==> config.mk <==
export PLATFORM = sky130hd
export DESIGN_NAME = cbd_poly_writer_flat
export DESIGN_NICKNAME = d
export VERILOG_FILES = /design/src/rtl/abr_params_pkg.sv /design/src/rtl/cbd_poly_writer_if.sv /design/src/rtl/cbd_poly_writer.sv /design/src/flat_wrapper.sv
export SDC_FILE = /design/constraint.sdc
export NUM_CORES = 1
export LEC_CHECK = 0
export ABC_AREA = 1
export CAP_MARGIN = 25
export CORE_ASPECT_RATIO = 1.75
export CORE_MARGIN = 2
export CORE_UTILIZATION = 48
export DETAILED_ROUTE_END_ITERATION = 6
export PLACE_DENSITY_LB_ADDON = 0.05
export SLEW_MARGIN = 20
export SYNTH_ARGS = -nofsm -noshare
export SYNTH_HDL_FRONTEND = slang
export SYNTH_SLANG_ARGS = --single-unit
==> constraint.sdc <==
create_clock -name clk -period 4.1 [get_ports clk]
set_clock_uncertainty 0.1 [all_clocks]
set_input_delay 0.82 -clock clk [delete_from_list [all_inputs] [get_ports clk]]
set_output_delay 0.82 -clock clk [all_outputs]
set_load 0.03 [all_outputs]
==> src/rtl/abr_params_pkg.sv <==
// Shared ML-KEM / memory sizing constants and the CBD writer state encoding.
package abr_params_pkg;

   localparam int COEFF_PER_CLK      = 4;
   localparam int MLKEM_Q_WIDTH      = 12;
   localparam int MLKEM_N            = 256;
   localparam int ABR_MEM_ADDR_WIDTH = 15;

   typedef enum logic [1:0] {
      IDLE   = 2'd0,
      ACTIVE = 2'd1,
      DONE   = 2'd2
   } cbd_writer_state_e;

endpackage

==> src/rtl/cbd_poly_writer_if.sv <==
// Sequencer/sampler-facing inputs and memory write port of the CBD polynomial writer.
interface cbd_poly_writer_if
   import abr_params_pkg::*;
#(
   parameter int NUM_COEFF = COEFF_PER_CLK,
   parameter int COEFF_W   = MLKEM_Q_WIDTH,
   parameter int ADDR_W    = ABR_MEM_ADDR_WIDTH
);

   logic                           start_i;
   logic [ADDR_W-1:0]              dest_base_addr_i;
   logic                           data_valid_i;
   logic [NUM_COEFF*COEFF_W-1:0]   data_i;
   logic                           mem_we_o;
   logic [ADDR_W-1:0]              mem_addr_o;
   logic [NUM_COEFF*COEFF_W-1:0]   mem_wdata_o;
   logic                           busy_o;
   logic                           done_o;
   logic                           drop_err_o;

   modport master (
      output start_i, dest_base_addr_i, data_valid_i, data_i,
      input  mem_we_o, mem_addr_o, mem_wdata_o, busy_o, done_o, drop_err_o
   );

   modport slave (
      input  start_i, dest_base_addr_i, data_valid_i, data_i,
      output mem_we_o, mem_addr_o, mem_wdata_o, busy_o, done_o, drop_err_o
   );

endinterface

==> src/rtl/cbd_poly_writer.sv <==
// Packs each valid CBD coefficient bundle into one memory word at base+beat.
//
//   state  | meaning
//   IDLE   | waiting for start_i; any valid beat is dropped and flagged
//   ACTIVE | capturing beats into the write stage, counter = next beat index
//   DONE   | last write issued this cycle (done_o); valid beats dropped
module cbd_poly_writer
   import abr_params_pkg::*;
#(
   parameter int NUM_COEFF  = COEFF_PER_CLK,
   parameter int COEFF_W    = MLKEM_Q_WIDTH,
   parameter int ADDR_W     = ABR_MEM_ADDR_WIDTH,
   parameter int POLY_BEATS = MLKEM_N / COEFF_PER_CLK
) (
   input  logic             clk,
   input  logic             rst,
   input  logic             zeroize,
   cbd_poly_writer_if.slave bus
);

   localparam int DATA_W = NUM_COEFF * COEFF_W;
   localparam int CNT_W  = (POLY_BEATS > 1) ? $clog2(POLY_BEATS) : 1;

   cbd_writer_state_e   state;
   logic [CNT_W-1:0]    cnt;
   logic [ADDR_W-1:0]   base_q;
   logic                we_q;
   logic [ADDR_W-1:0]   addr_q;
   logic [DATA_W-1:0]   wdata_q;
   logic                drop_err_q;

   always_ff @(posedge clk) begin
      if (rst || zeroize) begin
         state      <= IDLE;
         cnt        <= '0;
         base_q     <= '0;
         we_q       <= 1'b0;
         addr_q     <= '0;
         wdata_q    <= '0;
         drop_err_q <= 1'b0;
      end else begin
         we_q <= 1'b0;
         case (state)
            IDLE: begin
               if (bus.start_i) begin
                  base_q     <= bus.dest_base_addr_i;
                  cnt        <= '0;
                  drop_err_q <= 1'b0;
                  state      <= ACTIVE;
               end
               // Placed after the start-clear so a coincident drop still sets the flag.
               if (bus.data_valid_i) begin
                  drop_err_q <= 1'b1;
               end
            end
            ACTIVE: begin
               if (bus.data_valid_i) begin
                  we_q    <= 1'b1;
                  addr_q  <= base_q + ADDR_W'(cnt);
                  wdata_q <= bus.data_i;
                  if (cnt == CNT_W'(POLY_BEATS - 1)) begin
                     cnt   <= '0;
                     state <= DONE;
                  end else begin
                     cnt <= cnt + CNT_W'(1);
                  end
               end
            end
            DONE: begin
               if (bus.data_valid_i) begin
                  drop_err_q <= 1'b1;
               end
               state <= IDLE;
            end
            default: begin
               state <= IDLE;
            end
         endcase
      end
   end

   // zeroize must kill the in-flight write immediately, not one cycle later.
   assign bus.mem_we_o    = we_q & ~zeroize;
   assign bus.done_o      = (state == DONE) & ~zeroize;
   assign bus.mem_addr_o  = addr_q;
   assign bus.mem_wdata_o = wdata_q;
   assign bus.busy_o      = (state != IDLE);
   assign bus.drop_err_o  = drop_err_q;

endmodule

==> src/flat_wrapper.sv <==
// flat-port wrapper written by rule: the top's interface ports become plain ports
module cbd_poly_writer_flat import abr_params_pkg::*;
#(
   parameter int NUM_COEFF  = COEFF_PER_CLK,
   parameter int COEFF_W    = MLKEM_Q_WIDTH,
   parameter int ADDR_W     = ABR_MEM_ADDR_WIDTH,
   parameter int POLY_BEATS = MLKEM_N / COEFF_PER_CLK
)
  (clk, rst, zeroize, bus_start_i, bus_dest_base_addr_i, bus_data_valid_i, bus_data_i, bus_mem_we_o, bus_mem_addr_o, bus_mem_wdata_o, bus_busy_o, bus_done_o, bus_drop_err_o);
  cbd_poly_writer_if #(.NUM_COEFF(NUM_COEFF), .COEFF_W(COEFF_W), .ADDR_W(ADDR_W)) bus_i ();
  input  logic clk;
  input  logic rst;
  input  logic zeroize;
  input wire logic [$bits(bus_i.start_i)-1:0] bus_start_i;
  input wire logic [$bits(bus_i.dest_base_addr_i)-1:0] bus_dest_base_addr_i;
  input wire logic [$bits(bus_i.data_valid_i)-1:0] bus_data_valid_i;
  input wire logic [$bits(bus_i.data_i)-1:0] bus_data_i;
  output wire logic [$bits(bus_i.mem_we_o)-1:0] bus_mem_we_o;
  output wire logic [$bits(bus_i.mem_addr_o)-1:0] bus_mem_addr_o;
  output wire logic [$bits(bus_i.mem_wdata_o)-1:0] bus_mem_wdata_o;
  output wire logic [$bits(bus_i.busy_o)-1:0] bus_busy_o;
  output wire logic [$bits(bus_i.done_o)-1:0] bus_done_o;
  output wire logic [$bits(bus_i.drop_err_o)-1:0] bus_drop_err_o;
  assign bus_i.start_i = bus_start_i;
  assign bus_i.dest_base_addr_i = bus_dest_base_addr_i;
  assign bus_i.data_valid_i = bus_data_valid_i;
  assign bus_i.data_i = bus_data_i;
  assign bus_mem_we_o = bus_i.mem_we_o;
  assign bus_mem_addr_o = bus_i.mem_addr_o;
  assign bus_mem_wdata_o = bus_i.mem_wdata_o;
  assign bus_busy_o = bus_i.busy_o;
  assign bus_done_o = bus_i.done_o;
  assign bus_drop_err_o = bus_i.drop_err_o;
  cbd_poly_writer #(.NUM_COEFF(NUM_COEFF), .COEFF_W(COEFF_W), .ADDR_W(ADDR_W), .POLY_BEATS(POLY_BEATS)) u_core (.clk(clk), .rst(rst), .zeroize(zeroize), .bus(bus_i));
endmodule
==> tab_implementation.tex, run 1 <==
\begin{tabular}{lr}
\hline
Metric & Value \\
\hline
\multicolumn{2}{l}{\textbf{Outcome}} \\
Result of the run & finished, final reports clean \\
\multicolumn{2}{l}{\textbf{Routing}} \\
Via count & approximately 3.6k \\
WL final & between 9000 and 10000 µm \\
Drt initial violations & 270 \\
Remaining DRCs & 0 \\
Routed via count divided by cell count & $\sim$5.0 \\
Remaining antenna violation count after routing & 0 \\
Drt first pass iters & 4 \\
Routed WL per cell & approximately 13 µm \\
\multicolumn{2}{l}{\textbf{Die}} \\
Die Y-Extent & 120 µm \\
DIE WIDTH & roughly 70 µm \\
Die area & around 8400 µm² \\
Num ports & about 140 \\
Total core area & about 7500 µm² \\
Num rows & between 40 and 50 \\
Effective utilization at floorplan & 0.491 \\
\multicolumn{2}{l}{\textbf{Synth}} \\
Number of instances in the synthesized netlist & 503 \\
Top cell types by occurrence after synthesis & nand2\_1, dfxtp\_1, a21oi\_1, inv\_1, nor2\_1 \\
Number of synthesized register bits & 88 \\
EDFF count, synth & 0 \\
Count of warnings emitted by yosys & 0 \\
Area fraction of the dominant cell type after synthesis & 0.477 \\
Proportion of synthesized chip area in sequential cells & 0.477 \\
Number of distinct library cell variants in the gate-level netlist after synthesis & 31 \\
Most numerous cell in the Yosys netlist & nand2\_1 \\
Most used flip-flop cell after synthesis & dfxtp\_1 \\
Largest area contributor in the netlist & dfxtp\_1 \\
Net Count, Synth & approximately 580 \\
Post-synth design cell area & approximately 3700 µm² \\
Mapped Avg Cell Area & roughly 7.3 µm² \\
Top cells by area in the synthesized netlist & dfxtp\_1, nand2\_1, a21oi\_1 \\
Async set or reset register ratio after synthesis & 0 \\
\multicolumn{2}{l}{\textbf{CTS}} \\
Clock Root Buffer & clkbuf\_16 \\
CTS H-tree depth & 3 \\
Number of setup buffers added after CTS & 0 \\
TritonCTS clock tree & yes \\
Worst-path clk slew & 0.05 ns \\
Number of sinks on the clock net & 88 \\
Inserted Clock Buffers & 9 \\
Hold buffers post-CTS & 0 \\
Number of gates given a new drive strength after cts & 0 \\
Maximum number of buffers from clock root to sink & 2 \\
Clock latency of the later-clocked register in the worst-skew pair & about 0.34 ns \\
\multicolumn{2}{l}{\textbf{Placement}} \\
Worst slack at placement & between 1 and 1.5 ns \\
Post-DP HPWL & between 6000 and 7000 µm \\
Placed inst area & 5030 µm² \\
IO buf count & about 130 \\
Routability congestion estimate & 0.882 \\
\multicolumn{2}{l}{\textbf{Min path}} \\
Class of the tightest hold or removal check & register to register \\
\multicolumn{2}{l}{\textbf{Layout}} \\
Nets & between 700 and 800 \\
Share of post-route cells with drive strength above 1 & 0.0412 \\
ANT cells & 0 \\
Syn-to-layout area delta & 44.5\% \\
Post-route cell area & between 5000 and 6000 µm² \\
\multicolumn{2}{l}{\textbf{Setup path}} \\
Crit path DAT & roughly 2 ns \\
CP max FO & 3 \\
Required time at the endpoint of the critical path & 3.18 ns \\
Crit path kind & input pin to output port \\
Critical Path End Type & output port \\
Startpoint types & input pin \\
\multicolumn{2}{l}{\textbf{Timing}} \\
Post-route setup slack & between 1 and 1.5 ns \\
Finish-stage setup viols & 0 \\
Peak clock frequency supported by timing & around 340 MHz \\
TNS Setup & 0 ns \\
Setup repair after global routing missed its margin & false \\
Transition at the pin with the smallest max-transition slack & roughly 0.90 ns \\
Post-route clock period utilization & 0.726 \\
Min Tclk post-route & just under 3 ns \\
Max-slew violation total from the final report & 0 \\
Headroom to the max-slew limit & 0.402 \\
Hold Fails Final Rpt & 0 \\
\multicolumn{2}{l}{\textbf{Power}} \\
Cell leakage power & 2.06 nW \\
Part of the power in combinational logic & 0.093 \\
Switching share of total power & 0.220 \\
Sequential fraction of design power & 0.466 \\
Total internal power & between 1 and 1.5 mW \\
Power Density & 355 nW/µm² \\
Net switching component of the power & between 400 and 500 µW \\
Maximum vdd ir drop & 213 µV \\
Clock network fraction of total power & 0.441 \\
\multicolumn{2}{l}{\textbf{Global routing}} \\
Total overflow reported by the global router & 0 \\
Largest net degree at the start of global routing & 74 \\
Number of global-route vias before repair & around 3.4k \\
GRT Overall Usage & 0.230 \\
Global-route wire length before repair & 15500 µm \\
Antenna violations before repair & 0 \\
\multicolumn{2}{l}{\textbf{Flow run}} \\
Max Cap Violations & 0 \\
\hline
\end{tabular}
state kept, by name (all words and copies together), names as in the netlist:
register,count
u_core.bus.drop_err_o,1
u_core.base_q,15
u_core.bus.mem_addr_o,15
u_core.bus.mem_wdata_o,48
u_core.we_q,1
u_core.state,2
u_core.cnt,6
worst paths after layout:
| kind | end | depth (start not counted) | slack [ns] | from |
|---|---|---|---|---|
| max | bus_done_o | 3 | 1.12 | zeroize |
| min | u_core.bus.mem_wdata_o[3] | 2 | 0.36 | u_core.bus.mem_wdata_o[3] |
| max reg2reg | u_core.bus.mem_addr_o[10] | 10 | 2.09 | u_core.cnt[0] |
| min reg2reg | u_core.bus.mem_wdata_o[3] | 2 | 0.36 | u_core.bus.mem_wdata_o[3] |
metal layers:
metal  part of all wire  global-route usage
met5                  0                   0
met4              0.034               0.123
met3              0.054              0.0386
met2               0.52               0.396
met1               0.40               0.268
worst max-delay path, cell delays in order:
cell,delay (ns)
clkdlybuf4s50_1,0.44
nor2_1,0.12
clkdlybuf4s50_1,0.68
cell usage in the layout, fill, tap and decap left out, drive strengths merged, types with 2 or more instances in the layout:
cell type / Yosys / routed
nor2: 33 / 33
nand2: 154 / 154
nand3: 27 / 27
and3: 2 / 2
a21oi: 70 / 70
nand4: 2 / 2
clkbuf: 8 / 12
ha: 7 / 7
dfxtp: 88 / 88
buf: 15 / 2
o21ai: 27 / 27
or2: 2 / 2
nor3: 6 / 6
inv: 47 / 47
o21bai: 3 / 3
o21a: 5 / 5
a31oi: 2 / 2
clkinv: 0 / 2
clkdlybuf4s50: 0 / 134
per-stage QoR:
stage | total power, mW | std cells | hold slack, ns | util
2_1_floorplan | 0.983 | 503 | 0.350 | -
3_3_place_gp | 1.07 | 704 | 0.351 | 0.669
3_5_place_dp | 1.08 | 704 | 0.355 | 0.669
4_1_cts | 1.91 | 719 | 0.364 | 0.710
5_1_grt | 1.96 | 719 | 0.378 | 0.710
6_report | 1.89 | 719 | 0.362 | 0.710
layout make-up:
cell class / count / area (µm²)
tap: 88 / 110
sequential: 88 / 1760
clock inverter: 3 / 40.0
inverter: 47 / 181
timing repair buffer: 136 / 1360
multi-input combinational: 345 / 1620
fill: 630 / 2180
clock buffer: 12 / 267
kinds of logic (layout without fill, tap and decap cells):
group,after synthesis,in the layout,synth area share
compound gates,108,108,0.153
xor+xnor,2,2,0.00475
fa+ha+maj,8,8,0.0291
buf+inv,70,198,0.0851
flops,88,88,0.477
simple gates,227,227,0.251
power by group through the flow:
stage	sequential, mW	combinational (mW)	clock (mW)
2_1_floorplan	0.912	0.0712	0
3_3_place_gp	0.900	0.175	0
3_5_place_dp	0.900	0.176	0
4_1_cts	0.881	0.178	0.850
5_1_grt	0.883	0.193	0.886
6_report	0.882	0.176	0.835
Power figures use the tool's default switching activity.
==> run 2: changes to the inputs <==
--- a/config.mk
+++ b/config.mk
@@ -9,7 +9,7 @@
 export CAP_MARGIN = 25
 export CORE_ASPECT_RATIO = 1.75
 export CORE_MARGIN = 2
-export CORE_UTILIZATION = 48
+export CORE_UTILIZATION = 40
 export DETAILED_ROUTE_END_ITERATION = 6
 export PLACE_DENSITY_LB_ADDON = 0.05
 export SLEW_MARGIN = 20
==> constraint.sdc (replaced) <==
create_clock -name clk -period 2.6 [get_ports clk]
set_clock_uncertainty 0.1 [all_clocks]
set_input_delay 0.52 -clock clk [delete_from_list [all_inputs] [get_ports clk]]
set_output_delay 0.52 -clock clk [all_outputs]
set_load 0.03 [all_outputs]
==> run 2 against run 1 <==
Total power increased by 65%. Design area is 2.0% higher. Routed wire length shrank 0.31%. Sequential cell count unchanged. Clock power grew 74%. Sequential share of layout area shrank 0.65 points. Sequential power increased by 58%. Largest cell class unchanged. Highest routed layer unchanged.
==> tab_implementation.tex, run 2 (same netlist as run 1, synthesis figures left out) <==
\begin{tabular}{lr}
\hline
Metric & Value \\
\hline
\multicolumn{2}{l}{\textbf{Outcome}} \\
Result of the run & finished, final reports clean \\
\multicolumn{2}{l}{\textbf{Setup path}} \\
Cell breakdown of the critical path & clkdlybuf4s50\_1 > nor2\_1 > clkdlybuf4s50\_1 \\
Crit path kind & input pin to output port \\
Family with the most delay on the worst path & buffers and inverters \\
Number of buffer and inverter instances along the worst setup path & 2 (unchanged) \\
Cell with the most instances on the worst path & clkdlybuf4s50\_1 \\
CP max FO & 3 (unchanged) \\
Slowest-stage cell, CP & clkdlybuf4s50\_1 \\
Critical Path End Type & output port \\
Critical Path Start & zeroize \\
Required time at the endpoint of the critical path & 1.98 ns (-1.20 ns) \\
Delay of the slowest critical-path stage & 0.68 ns (about the same) \\
Crit path DAT & 1.76 ns (-0.30 ns) \\
Startpoint types & input pin \\
R2r startpoint & u\_core.cnt[0] \\
\multicolumn{2}{l}{\textbf{CTS}} \\
TritonCTS clock tree & yes \\
Number of sinks on the clock net & 88 (unchanged) \\
Hold buffers post-CTS & 0 (unchanged) \\
Number of gates given a new drive strength after cts & 0 (unchanged) \\
CTS H-tree depth & 3 (unchanged) \\
Maximum number of buffers from clock root to sink & 2 (unchanged) \\
Clock latency of the later-clocked register in the worst-skew pair & 0.33 ns (about the same) \\
Number of setup buffers added after CTS & 0 (unchanged) \\
Inserted Clock Buffers & 9 (unchanged) \\
Clock Root Buffer & clkbuf\_16 \\
Worst-path clk slew & 0.06 ns (about the same) \\
\multicolumn{2}{l}{\textbf{Global routing}} \\
Total overflow reported by the global router & 0 (unchanged) \\
Antenna violations before repair & 0 (unchanged) \\
Largest net degree at the start of global routing & 74 (unchanged) \\
GRT Overall Usage & 0.193 (-0.0367) \\
Number of global-route vias before repair & 3260 (-5.0\%) \\
Global-route wire length before repair & 15500 µm (-0.26\%) \\
\multicolumn{2}{l}{\textbf{Die}} \\
Num rows & 46 (+9.5\%) \\
Num ports & 135 (unchanged) \\
Die area & 10000 µm² (+19\%) \\
DIE WIDTH & 76.6 µm (+9.0\%) \\
Die Y-Extent & 131 µm (+9.2\%) \\
Total core area & 9040 µm² (+20\%) \\
Effective utilization at floorplan & 0.409 (-0.0827) \\
\multicolumn{2}{l}{\textbf{Routing}} \\
Drt first pass iters & 4 (unchanged) \\
Routed WL per cell & 12.5 µm (-5.1\%) \\
WL final & 9440 µm (-0.31\%) \\
Via count & 3595 (-0.53\%) \\
Routed via count divided by cell count & 4.76 (-5.3\%) \\
Remaining DRCs & 0 (unchanged) \\
Remaining antenna violation count after routing & 0 (unchanged) \\
Drt initial violations & 177 (-34\%) \\
\multicolumn{2}{l}{\textbf{Timing}} \\
Finish-stage setup viols & 0 (unchanged) \\
Hold Fails Final Rpt & 0 (unchanged) \\
Setup repair after global routing missed its margin & false \\
Post-route clock period utilization & 0.917 \\
Transition at the pin with the smallest max-transition slack & 0.527 ns (-0.369 ns) \\
Max-slew violation total from the final report & 0 (unchanged) \\
TNS Setup & 0 ns (unchanged) \\
Peak clock frequency supported by timing & around 420 MHz \\
Min Tclk post-route & about 2.4 ns \\
Headroom to the max-slew limit & 0.649 (+0.247) \\
\multicolumn{2}{l}{\textbf{Placement}} \\
Post-DP HPWL & 6800 µm (+3.6\%) \\
Placed inst area & 5110 µm² (+1.5\%) \\
IO buf count & 134 (unchanged) \\
Routability congestion estimate & 0.814 (-7.7\%) \\
\multicolumn{2}{l}{\textbf{Layout}} \\
Most common cell after layout, fill and taps aside & nand2\_1 \\
Post-route cell area & 5440 µm² (+2.0\%) \\
Nets & 706 (+0.43\%) \\
Share of post-route cells with drive strength above 1 & 0.0472 (+0.00604) \\
ANT cells & 0 (unchanged) \\
Most frequent cells in the layout & nand2\_1, clkdlybuf4s50\_1, dfxtp\_1 \\
Number of flip-flops under the largest register name & 48 (unchanged) \\
Syn-to-layout area delta & 47.4\% \\
\multicolumn{2}{l}{\textbf{Power}} \\
Maximum vdd ir drop & 478 µV (+120\%) \\
Cell leakage power & 2.09 nW (+1.3\%) \\
Sequential fraction of design power & 0.446 (-0.020) \\
Clock network fraction of total power & 0.463 (+0.022) \\
Part of the power in combinational logic & 0.091 (-0.002) \\
Switching share of total power & 0.213 (-0.00711) \\
Power Density & 573 nW/µm² (+62\%) \\
Total internal power & 2.46 mW (+66\%) \\
Net switching component of the power & 664 µW (+59\%) \\
\multicolumn{2}{l}{\textbf{Min path}} \\
HP Start & u\_core.bus.mem\_addr\_o[1] \\
Class of the tightest hold or removal check & register to register \\
\multicolumn{2}{l}{\textbf{Flow run}} \\
Max Cap Violations & 0 (unchanged) \\
\hline
\end{tabular}
run 2: metal layers:
| layer | global-route usage | routed length [µm] | vias up |
|---|---|---|---|
| met5 | 0 | 0 | - |
| met4 | 0.0759 | 146 | 0 |
| met3 | 0.0466 | 435 | 14 |
| met2 | 0.347 | 4910 | 99 |
| met1 | 0.223 | 3950 | 1615 |
| li1 | - | - | 1867 |
run 2: path summary, 6_finish.rpt:
path	endpoint	slack [ns]	depth (start not counted)
worst max register to register	u_core.bus.mem_addr_o[14]	0.63	10
worst min register to register	u_core.bus.mem_addr_o[1]	0.36	2
worst min-delay path	u_core.bus.mem_addr_o[1]	0.36	2
worst max-delay path	bus_done_o	0.22	3
run 2: metrics by stage:
step                total power, mW  hold WS [ns]  worst slack, ns   util  instances
floorplan                      1.55         0.350            0.859      -        503
global placement               1.70         0.349            0.221  0.565        739
detailed placement             1.71         0.354            0.198  0.565        739
CTS                            3.16         0.364            0.200  0.602        755
global route                   3.24         0.378            0.150  0.602        755
finish                         3.12         0.361            0.217  0.602        755
run 2: power by group through the flow:
stage               Sequential, mW  Clock (mW)  Combinational [mW]
floorplan                     1.44           0               0.112
global placement              1.42           0               0.284
detailed placement            1.42           0               0.286
CTS                           1.39        1.48               0.288
global route                  1.39        1.53               0.314
finish                        1.39        1.45               0.284
run 2: worst min-delay path: stages (launching register included):
cell	delay, ns
dfxtp_1	0.30
nand2_1	0.06
a21oi_1	0.05
run 2: final cells by class:
| cell class | instances | area, µm² |
|---|---|---|
| clock buffers | 10 | 229 |
| clock inverters | 6 | 108 |
| fillers | 849 | 3590 |
| inverters | 47 | 181 |
| multi-input cells | 345 | 1620 |
| flip-flops and latches | 88 | 1760 |
| well taps | 120 | 150 |
| repair buffers | 139 | 1390 |
==> run 3: changes to the inputs <==
--- a/config.mk
+++ b/config.mk
@@ -9,7 +9,8 @@
 export CAP_MARGIN = 25
 export CORE_ASPECT_RATIO = 1.75
 export CORE_MARGIN = 2
-export CORE_UTILIZATION = 40
+export CORE_UTILIZATION = 42
+export CTS_BUF_LIST = sky130_fd_sc_hd__clkbuf_8
 export DETAILED_ROUTE_END_ITERATION = 6
 export PLACE_DENSITY_LB_ADDON = 0.05
 export SLEW_MARGIN = 20
==> run 3 against run 2 <==
Maximum frequency shrank 0.13%. Critical path type unchanged. Worst setup slack got worse by 0.0031 ns. Sequential power about the same. Sequential cell count is the same. Routed wire length increased by 0.25%. Largest power group is now registers. Critical endpoint unchanged.
==> tab_implementation.tex, run 3 (same netlist as run 1, synthesis figures left out) <==
\begin{tabular}{lr}
\hline
Metric & Value \\
\hline
\multicolumn{2}{l}{\textbf{Outcome}} \\
Result of the run & finished, final reports clean \\
\multicolumn{2}{l}{\textbf{Global routing}} \\
Largest net degree at the start of global routing & 74 (unchanged) \\
Number of global-route vias before repair & 3406 (+4.5\%) \\
GRT Overall Usage & 0.199 (+0.00577) \\
Antenna violations before repair & 0 (unchanged) \\
Global-route wire length before repair & 14900 µm (-3.7\%) \\
Total overflow reported by the global router & 0 (unchanged) \\
\multicolumn{2}{l}{\textbf{Power}} \\
Cell leakage power & 2.00 nW (-4.0\%) \\
Power Density & 499 nW/µm² (-13\%) \\
Power Total & 2.63 mW (-16\%) \\
Maximum vdd ir drop & 357 µV (-25\%) \\
\multicolumn{2}{l}{\textbf{Timing}} \\
Hold Fails Final Rpt & 0 (unchanged) \\
Worst hold slack & 0.367 ns (+0.00526 ns) \\
Peak clock frequency supported by timing & 419 MHz (-0.13\%) \\
Min Tclk post-route & 2.39 ns (+0.00310 ns) \\
TNS Setup & 0 ns (unchanged) \\
Headroom to the max-slew limit & 0.406 (-0.243) \\
Post-route setup slack & 0.214 ns (-0.00310 ns) \\
Finish-stage setup viols & 0 (unchanged) \\
Setup repair after global routing missed its margin & false \\
Max-slew violation total from the final report & 0 (unchanged) \\
Post-route clock period utilization & 0.918 (+0.00119) \\
Transition at the pin with the smallest max-transition slack & 0.890 ns (+0.363 ns) \\
\multicolumn{2}{l}{\textbf{CTS}} \\
Hold buffers post-CTS & 0 (unchanged) \\
TritonCTS clock tree & yes \\
Number of sinks on the clock net & 88 (unchanged) \\
Inserted Clock Buffers & 9 (unchanged) \\
CTS H-tree depth & 3 (unchanged) \\
Worst-path clk slew & 0.09 ns (+0.03 ns) \\
Clock Root Buffer & clkbuf\_8 \\
Maximum number of buffers from clock root to sink & 2 (unchanged) \\
Clock latency of the later-clocked register in the worst-skew pair & 0.36 ns (+0.03 ns) \\
Number of setup buffers added after CTS & 0 (unchanged) \\
Number of gates given a new drive strength after cts & 0 (unchanged) \\
\multicolumn{2}{l}{\textbf{Routing}} \\
Routed WL per cell & 12.6 µm (+0.92\%) \\
Remaining antenna violation count after routing & 0 (unchanged) \\
Via count & 3620 (+0.70\%) \\
Drt initial violations & 175 (-1.1\%) \\
Routed via count divided by cell count & 4.83 (+1.4\%) \\
WL final & 9460 µm (+0.25\%) \\
Drt first pass iters & 4 (unchanged) \\
Remaining DRCs & 0 (unchanged) \\
\multicolumn{2}{l}{\textbf{Die}} \\
Effective utilization at floorplan & 0.429 (+0.0200) \\
Num ports & 135 (unchanged) \\
Total core area & 8610 µm² (-4.7\%) \\
Die Y-Extent & 128 µm (-2.3\%) \\
Die area & 9590 µm² (-4.6\%) \\
Num rows & 45 (-2.2\%) \\
DIE WIDTH & 74.9 µm (-2.3\%) \\
\multicolumn{2}{l}{\textbf{Layout}} \\
ANT cells & 0 (unchanged) \\
Most common cell after layout, fill and taps aside & nand2\_1 \\
Number of flip-flops under the largest register name & 48 (unchanged) \\
Post-route cell area & 5280 µm² (-3.1\%) \\
Non-Filler Instances & 750 (-0.66\%) \\
Syn-to-layout area delta & 42.9\% \\
Share of post-route cells with drive strength above 1 & 0.0442 (-0.00301) \\
Post-layout util & 0.612 (+0.0100) \\
Nets & 704 (-0.28\%) \\
Most frequent cells in the layout & nand2\_1, clkdlybuf4s50\_1, dfxtp\_1 \\
\multicolumn{2}{l}{\textbf{Setup path}} \\
Crit path DAT & 1.77 ns (about the same) \\
Required time at the endpoint of the critical path & 1.98 ns (about the same) \\
Startpoint types & input pin \\
Critical Path End Type & output port \\
Crit path kind & input pin to output port \\
CP max FO & 3 (unchanged) \\
\multicolumn{2}{l}{\textbf{Placement}} \\
Post-DP HPWL & 6660 µm (-2.1\%) \\
Number of instances in the placed design & 734 (-0.68\%) \\
Worst slack at placement & 0.217 ns (+0.0188 ns) \\
IO buf count & 134 (unchanged) \\
Placed inst area & 5070 µm² (-0.66\%) \\
Routability congestion estimate & 0.865 (+6.3\%) \\
\multicolumn{2}{l}{\textbf{Min path}} \\
Class of the tightest hold or removal check & register to register \\
\multicolumn{2}{l}{\textbf{Flow run}} \\
Max Cap Violations & 0 (unchanged) \\
\hline
\end{tabular}
==> run 3: path summary, 6_finish.rpt <==
| check | start | end | slack (ns) | depth (start not counted) |
|---|---|---|---|---|
| worst max-delay path | zeroize | bus_done_o | 0.21 | 3 |
| worst min-delay path | u_core.bus.mem_wdata_o[45] | u_core.bus.mem_wdata_o[45] | 0.37 | 2 |
| worst max register to register | u_core.cnt[0] | u_core.bus.mem_addr_o[14] | 0.58 | 10 |
| worst min register to register | u_core.bus.mem_wdata_o[45] | u_core.bus.mem_wdata_o[45] | 0.37 | 2 |
==> run 3: per-layer routing <==
metal,track usage,routed length (µm),vias up
li1,-,-,1860
met1,0.206,3660,1632
met2,0.360,4920,112
met3,0.0535,645,16
met4,0.0882,238,0
met5,0,0,-
==> run 3: final cells by class <==
class                   count  area (µm²)
well taps                 117         146
clock buffers               9         124
flip-flops and latches     88        1760
inverters                  47         181
fillers                   826        3340
clock inverters             7        78.8
multi-input cells         345        1620
repair buffers            137        1360
==> run 3: critical path, stage by stage <==
cell,delay [ns]
clkdlybuf4s50_1,0.44
nor2_1,0.12
clkdlybuf4s50_1,0.68
==> run 3: power by group <==
| part | total, mW | leakage (nW) | switching, mW | internal [mW] |
|---|---|---|---|---|
| combinational | 0.279 | 1.20 | 0.136 | 0.143 |
| clock | 0.966 | 0.0925 | 0.514 | 0.452 |
| sequential | 1.39 | 0.712 | 0.0172 | 1.37 |
| total | 2.63 | 2.00 | 0.668 | 1.97 |
